--- config.mk ---
export PLATFORM = sky130hd
export DESIGN_NAME = temp_conv_scheduler
export DESIGN_NICKNAME = d
export VERILOG_FILES = /design/src/rtl/temp_conv_scheduler.sv
export SDC_FILE = /design/constraint.sdc
export NUM_CORES = 1
export LEC_CHECK = 0
export CAP_MARGIN = 10
export CORE_ASPECT_RATIO = 1.5
export CORE_MARGIN = 1.5
export CORE_UTILIZATION = 47
export CTS_BUF_LIST = sky130_fd_sc_hd__clkbuf_8
export CTS_CLUSTER_DIAMETER = 100
export DETAILED_ROUTE_END_ITERATION = 12
export PLACE_DENSITY = 0.8
export SYNTH_ARGS = -nofsm -noshare
export SYNTH_HDL_FRONTEND = slang
export SYNTH_SLANG_ARGS = --single-unit
export TNS_END_PERCENT = 1
--- constraint.sdc ---
create_clock -name clk -period 1.9 [get_ports clk]
set_input_delay 0.38 -clock clk [delete_from_list [all_inputs] [get_ports clk]]
set_output_delay 0.38 -clock clk [all_outputs]
set_load 0.01 [all_outputs]
--- src/rtl/temp_conv_scheduler.sv ---
// temp_conv_scheduler
//   Time-shares a single ADC-to-temperature converter among NCH thermistor channels.
//   A free-running period timer starts a scan; each scan converts every enabled channel
//   in ascending order, one at a time, and keeps per-channel results, valid flags and faults.
//
// Ports
//   clk, rst_n     clock (rising edge) and asynchronous active-low reset
//   ch_enable_i    per-channel enable, sampled when the scan reaches that channel
//   adc_in_i       raw 12-bit ADC codes, channel k at [12k+11:12k]
//   conv_start_o   1-cycle start strobe to the converter
//   conv_adc_o     ADC code of the current conversion (held until done/timeout)
//   conv_sel_o     index of the channel being converted
//   conv_done_i    converter result strobe
//   conv_temp_i    signed converter result in deg C
//   temp_out_o     last good signed temperature per channel
//   temp_valid_o   channel has at least one good result
//   fault_o        per channel: 00 ok, 01 timeout, 10 short, 11 open
//   busy_o         scan in progress
//   scan_done_o    1-cycle pulse at the end of a scan
//   overrun_o      1-cycle pulse when a period tick arrives while busy
module temp_conv_scheduler #(
  parameter int unsigned NCH     = 2,
  parameter int unsigned PERIOD  = 50000,
  parameter int unsigned TIMEOUT = 128,
  parameter int unsigned CW      = 3
) (
  input  logic              clk,
  input  logic              rst_n,
  input  logic [NCH-1:0]    ch_enable_i,
  input  logic [NCH*12-1:0] adc_in_i,
  output logic              conv_start_o,
  output logic [11:0]       conv_adc_o,
  output logic [CW-1:0]     conv_sel_o,
  input  logic              conv_done_i,
  input  logic [11:0]       conv_temp_i,
  output logic [NCH*12-1:0] temp_out_o,
  output logic [NCH-1:0]    temp_valid_o,
  output logic [NCH*2-1:0]  fault_o,
  output logic              busy_o,
  output logic              scan_done_o,
  output logic              overrun_o
);

  localparam int unsigned PW = (PERIOD > 1) ? $clog2(PERIOD) : 1;
  localparam int unsigned TW = $clog2(TIMEOUT);

  localparam logic signed [11:0] TempShort = 12'sd300;
  localparam logic signed [11:0] TempOpen  = -12'sd55;

  typedef enum logic [2:0] {
    StIdle,
    StSelect,
    StStart,
    StWait,
    StStore,
    StDone
  } state_e;

  state_e              state_q, state_d;
  logic [PW-1:0]       cnt_q, cnt_d;
  // One extra bit so the channel index can reach NCH (end-of-scan marker).
  logic [CW:0]         ch_q, ch_d;
  logic [TW-1:0]       to_q, to_d;
  logic [11:0]         adc_q, adc_d;
  logic [CW-1:0]       sel_q, sel_d;
  logic [11:0]         cap_q, cap_d;
  logic [NCH*12-1:0]   temp_q, temp_d;
  logic [NCH-1:0]      valid_q, valid_d;
  logic [NCH*2-1:0]    fault_q, fault_d;

  logic        tick;
  logic        ch_last;
  logic        timed_out;
  logic        en_cur;
  logic [11:0] adc_cur;

  assign tick      = (cnt_q == PW'(PERIOD - 1));
  assign ch_last   = (ch_q == (CW + 1)'(NCH));
  assign timed_out = (to_q == TW'(TIMEOUT - 1));
  assign cnt_d     = tick ? '0 : cnt_q + 1'b1;

  // Per-channel mux of enable and ADC code; out-of-range index yields zero.
  always_comb begin
    en_cur  = 1'b0;
    adc_cur = '0;
    for (int k = 0; k < int'(NCH); k++) begin
      if (ch_q == (CW + 1)'(k)) begin
        en_cur  = ch_enable_i[k];
        adc_cur = adc_in_i[12*k +: 12];
      end
    end
  end

  // State register and datapath registers.
  always_ff @(posedge clk or negedge rst_n) begin
    if (!rst_n) begin
      state_q <= StIdle;
      cnt_q   <= '0;
      ch_q    <= '0;
      to_q    <= '0;
      adc_q   <= '0;
      sel_q   <= '0;
      cap_q   <= '0;
      temp_q  <= '0;
      valid_q <= '0;
      fault_q <= '0;
    end else begin
      state_q <= state_d;
      cnt_q   <= cnt_d;
      ch_q    <= ch_d;
      to_q    <= to_d;
      adc_q   <= adc_d;
      sel_q   <= sel_d;
      cap_q   <= cap_d;
      temp_q  <= temp_d;
      valid_q <= valid_d;
      fault_q <= fault_d;
    end
  end

  // Next-state logic.
  always_comb begin
    state_d = state_q;
    unique case (state_q)
      StIdle:   if (tick) state_d = StSelect;
      StSelect: begin
        if (ch_last)     state_d = StDone;
        else if (en_cur) state_d = StStart;
      end
      StStart:  state_d = StWait;
      StWait: begin
        // A result arriving on the last timeout cycle still counts.
        if (conv_done_i)    state_d = StStore;
        else if (timed_out) state_d = StSelect;
      end
      StStore:  state_d = StSelect;
      StDone:   state_d = StIdle;
      default:  state_d = StIdle;
    endcase
  end

  // Datapath next-state.
  always_comb begin
    ch_d    = ch_q;
    to_d    = to_q;
    adc_d   = adc_q;
    sel_d   = sel_q;
    cap_d   = cap_q;
    temp_d  = temp_q;
    valid_d = valid_q;
    fault_d = fault_q;
    case (state_q)
      StIdle: if (tick) ch_d = '0;
      StSelect: begin
        if (!ch_last) begin
          if (en_cur) begin
            adc_d = adc_cur;
            sel_d = ch_q[CW-1:0];
          end else begin
            ch_d = ch_q + 1'b1;
          end
        end
      end
      StStart: to_d = '0;
      StWait: begin
        if (conv_done_i) begin
          cap_d = conv_temp_i;
        end else if (timed_out) begin
          for (int k = 0; k < int'(NCH); k++) begin
            if (ch_q == (CW + 1)'(k)) fault_d[2*k +: 2] = 2'b01;
          end
          ch_d = ch_q + 1'b1;
        end else begin
          to_d = to_q + 1'b1;
        end
      end
      StStore: begin
        for (int k = 0; k < int'(NCH); k++) begin
          if (ch_q == (CW + 1)'(k)) begin
            if ($signed(cap_q) == TempShort) begin
              fault_d[2*k +: 2] = 2'b10;
            end else if ($signed(cap_q) == TempOpen) begin
              fault_d[2*k +: 2] = 2'b11;
            end else begin
              temp_d[12*k +: 12] = cap_q;
              fault_d[2*k +: 2]  = 2'b00;
              valid_d[k]         = 1'b1;
            end
          end
        end
        ch_d = ch_q + 1'b1;
      end
      default: ;
    endcase
  end

  // Outputs.
  always_comb begin
    conv_start_o = (state_q == StStart);
    busy_o       = (state_q != StIdle);
    scan_done_o  = (state_q == StDone);
    // Ticks while busy are dropped, not queued.
    overrun_o    = tick && (state_q != StIdle);
    conv_adc_o   = adc_q;
    conv_sel_o   = sel_q;
    temp_out_o   = temp_q;
    temp_valid_o = valid_q;
    fault_o      = fault_q;
  end

endmodule
==> key figures <==
Cells and area
  – Antenna Cells: 0
  – Area used by multi-input combinational logic: 1750 sq um
  – Reg area: 2180 sq um
  – Share of cells above drive strength 1: 24.8%
  – Finished Cell Area: 5490 sq um
  – Nets: 510
  – FILL cells: 613
  – P&R area growth vs syn: 39.0%

Pwr
  – Switching portion of total power: 21.8%
  – Clock network power share: 35.4%
  – Peak supply drop: 0.438 mV
  – Pleak: 0.00257 uW
  – Reg power frac: 59.6%
  – Comb power frac: 5.0%
  – Pint: 2440 uW
  – Sw Pwr: 681 uW
  – Power per Cell Area: 568 nW/um^2

Floorplanning
  – Die width: 77.8 um
  – Die H: 115 um
  – I/O Pins: 90
  – Core area: 8060 sq um
  – Row count: 40
  – Initial Utilization: 49.0%
  – Die area: 8970 sq um

Synth
  – Ys flop type: dfrtp_1
  – Synth Area in Compound Gates: 10.0%
  – Syn Inst Count: 331
  – Adder-cell share of the synthesized area: 1.90%
  – Sequential fraction of the synthesis area: 55.2%
  – Share of the synthesized netlist area taken by xor and xnor gates: 2.88%
  – Async S/R FF share, synth: 100%
  – Number of flops mapped to enable cells by yosys: 0
  – Synthesized area: 3950 sq um
  – Post-synthesis mux area share: 12.8%
  – Synth Area in Simple Gates: 15.2%
  – Largest family of logic cells by synthesized area: simple AND/OR/NAND/NOR gates
  – Synthesized net count: 378
  – Total number of yosys warnings: 0
  – Synth unique cells: 51
  – Syn_area_per_cell: 11.9 sq um
  – FF+latch count, synth: 87

Detailed routing
  – Initial drt markers: 144
  – Via count: 3068
  – Average wire per cell in the routed design: 16.1 um
  – DRC Markers: 0
  – First drt pass iteration count: 5
  – DR vias/cell: 5.36
  – Routed Antenna Nets: 0
  – Drt total wl: 9190 um

Timing
  – Worst setup margin: -44.8 ps
  – Final Cycle Share: 102%
  – Final Hold Fails: 0
  – Sum of negative setup slack: -77.4 ps
  – Worst clock skew: 7.37 ps
  – RSZ-0062 raised after global routing: yes
  – Slew Limit Fails: 0
  – Hold Worst Slack: 472 ps
  – Slew HR: 67.3%
  – Worst Tran Pin Value: 489 ps
  – Final setup vio count: 2
  – Final min period: 1940 ps
  – Fmax: 0.514 GHz

Worst setup path
  – Critical path startpoint category: register
  – Crit end category: primary output
  – Worst EP required: 1520 ps
  – Worst R2R Setup Slack: 40 ps
  – CP arrival: 1560 ps
  – Reg2Reg Depth: 6
  – Crit-path max FO: 3
  – Setup CP Type: reg2out

Clock tree
  – CTS root buf: clkbuf_8
  – Longest Clk Path Bufs: 2
  – CTS Buf Count: 9
  – Clk_lat worst skew: 350 ps
  – Clock Pin Slew Worst Setup and Hold Paths: 80 ps
  – CTS tree: yes
  – Htree depth: 3
  – Clock Sinks: 87

Global routing
  – Vias in the first global route: 3146
  – Grt total ovfl: 0
  – Initial antenna violation count: 0
  – Largest net degree at the start of global routing: 39
  – First-pass GRT wire length: 14800 um
  – Total GRT Usage: 21.4%

Placement
  – Worst slack, placed: -302 ps
  – HPWL after detailed placement: 6860 um
  – Port buffer count: 89
  – Placed cell area: 5260 sq um
  – Gp weighted congestion: 0.854

Run status
  – Violated checks: setup timing
  – Outcome: finished, violations left

Run
  – Max Cap Viol: 0

Worst hold path
  – WHS Path Cells: 1
  – Hold crit path type: reg2reg
kinds of logic after synthesis:
logic type,after synthesis
AOI/OAI and AO/OA,62
xor gates and xnor gates,13
adders and majority gates,6
buffers and inverters,15
DFF,87
muxes,42
and+or+nand+nor,106
final timing paths:
path / start / endpoint
setup / recovery: cnt_q[1] / overrun_o
hold / removal: temp_valid_o[1] / temp_valid_o[1]
setup reg to reg: to_q[0] / fault_o[1]
hold reg to reg: temp_valid_o[1] / temp_valid_o[1]
max in group asynchronous: rst_n / conv_adc_o[7]
min in group asynchronous: rst_n / to_q[1]
final cells by class:
| cell class | count | share of cell area, % |
|---|---|---|
| Clock buffer | 10 | 2.51 |
| Clock inverter | 5 | 0.479 |
| Inverter | 3 | 0.205 |
| Multi-Input combinational cell | 229 | 31.9 |
| Sequential cell | 87 | 39.7 |
| Tap cell | 105 | 2.39 |
| Timing Repair Buffer | 133 | 22.8 |
critical path: stages (launching register included):
cell	delay, ps
dfrtp_1	410
ha_2	200
and3_4	150
and4_1	200
and2_1	140
buf_2	130
cell usage in the layout (no fill, tap or decap), drive strengths merged, types with 7 or more instances in the layout:
master         instances
dfrtp                 87
clkbuf                11
mux2                  42
a21oi                 16
xor2                   8
a22oi                 12
nor2                  32
and3                   7
clkdlybuf4s50         84
nand3                 17
nand2                 14
o21ai                 18
buf                   45
synth_stat cells (2+ instances only):
| cell | n | area, sq um |
|---|---|---|
| nor2_1 | 31 | 116 |
| nor4_1 | 2 | 12.5 |
| mux2_4 | 9 | 135 |
| and3_1 | 6 | 37.5 |
| dfrtp_1 | 87 | 2180 |
| mux2_2 | 28 | 315 |
| o31ai_1 | 6 | 45.0 |
| nand2_1 | 14 | 52.6 |
| buf_6 | 2 | 22.5 |
| nand2b_1 | 4 | 25.0 |
| a21oi_1 | 16 | 80.1 |
| clkbuf_1 | 4 | 15.0 |
| nor4b_1 | 2 | 17.5 |
| or2_1 | 2 | 12.5 |
| xor2_1 | 8 | 70.1 |
| mux2_1 | 5 | 56.3 |
| or3_1 | 3 | 18.8 |
| o21ai_1 | 4 | 20.0 |
| buf_2 | 5 | 25.0 |
| nor4bb_1 | 2 | 20.0 |
| nor2b_1 | 4 | 25.0 |
| and2_1 | 2 | 12.5 |
| and4_1 | 3 | 26.3 |
| xnor2_1 | 5 | 43.8 |
| o21ai_0 | 14 | 70.1 |
| nor3_1 | 2 | 10.0 |
| a21o_1 | 2 | 15.0 |
| ha_1 | 6 | 75.1 |
| and4bb_1 | 2 | 25.0 |
| a22oi_1 | 12 | 90.1 |
| nand3_1 | 17 | 85.1 |
| inv_1 | 3 | 11.3 |
state kept, by name (all words and copies together) (netlist names):
name and cells:
temp_out_o 24, cnt_q 16, cap_q 12, conv_adc_o 12
to_q 7, ch_q 4, fault_o 4, conv_sel_o 3
state_q 3, temp_valid_o 2
metrics by stage:
step           util [%]  std cells  total power (uW)
2_1_floorplan         -        331              1910
3_3_place_gp       65.2        556              2050
3_5_place_dp       65.2        556              2050
4_1_cts            67.8        572              3150
5_1_grt            68.1        572              3240
6_report           68.1        572              3120
power by group through the flow:
| stage | logic (uW) | clock network, uW | registers, uW |
|---|---|---|---|
| after detailed placement | 154 | 0 | 1900 |
| after global placement | 150 | 0 | 1900 |
| after floorplan | 16.9 | 0 | 1900 |
| after global routing | 173 | 1210 | 1860 |
| after CTS | 158 | 1140 | 1860 |
| final | 157 | 1100 | 1860 |
repair_timing:
action	in CTS	in global routing
endpoints found under the setup margin	21	23
resized for setup	15	14
hold endpoints to repair	35	0
setup buffers	0	0
hold buffers	1	0
cloned	0	0
pin swaps	1	5
per-layer routing:
layer  vias up  global-route usage [%]  share of wire (%)
met1      1512                    24.6                 40
met3        16                    3.89                3.9
met5         -                       0                  0
met4         0                    9.94                2.0
li1       1451                       -                  -
met2        89                    38.3                 54
(Power assumes the default switching activity.)
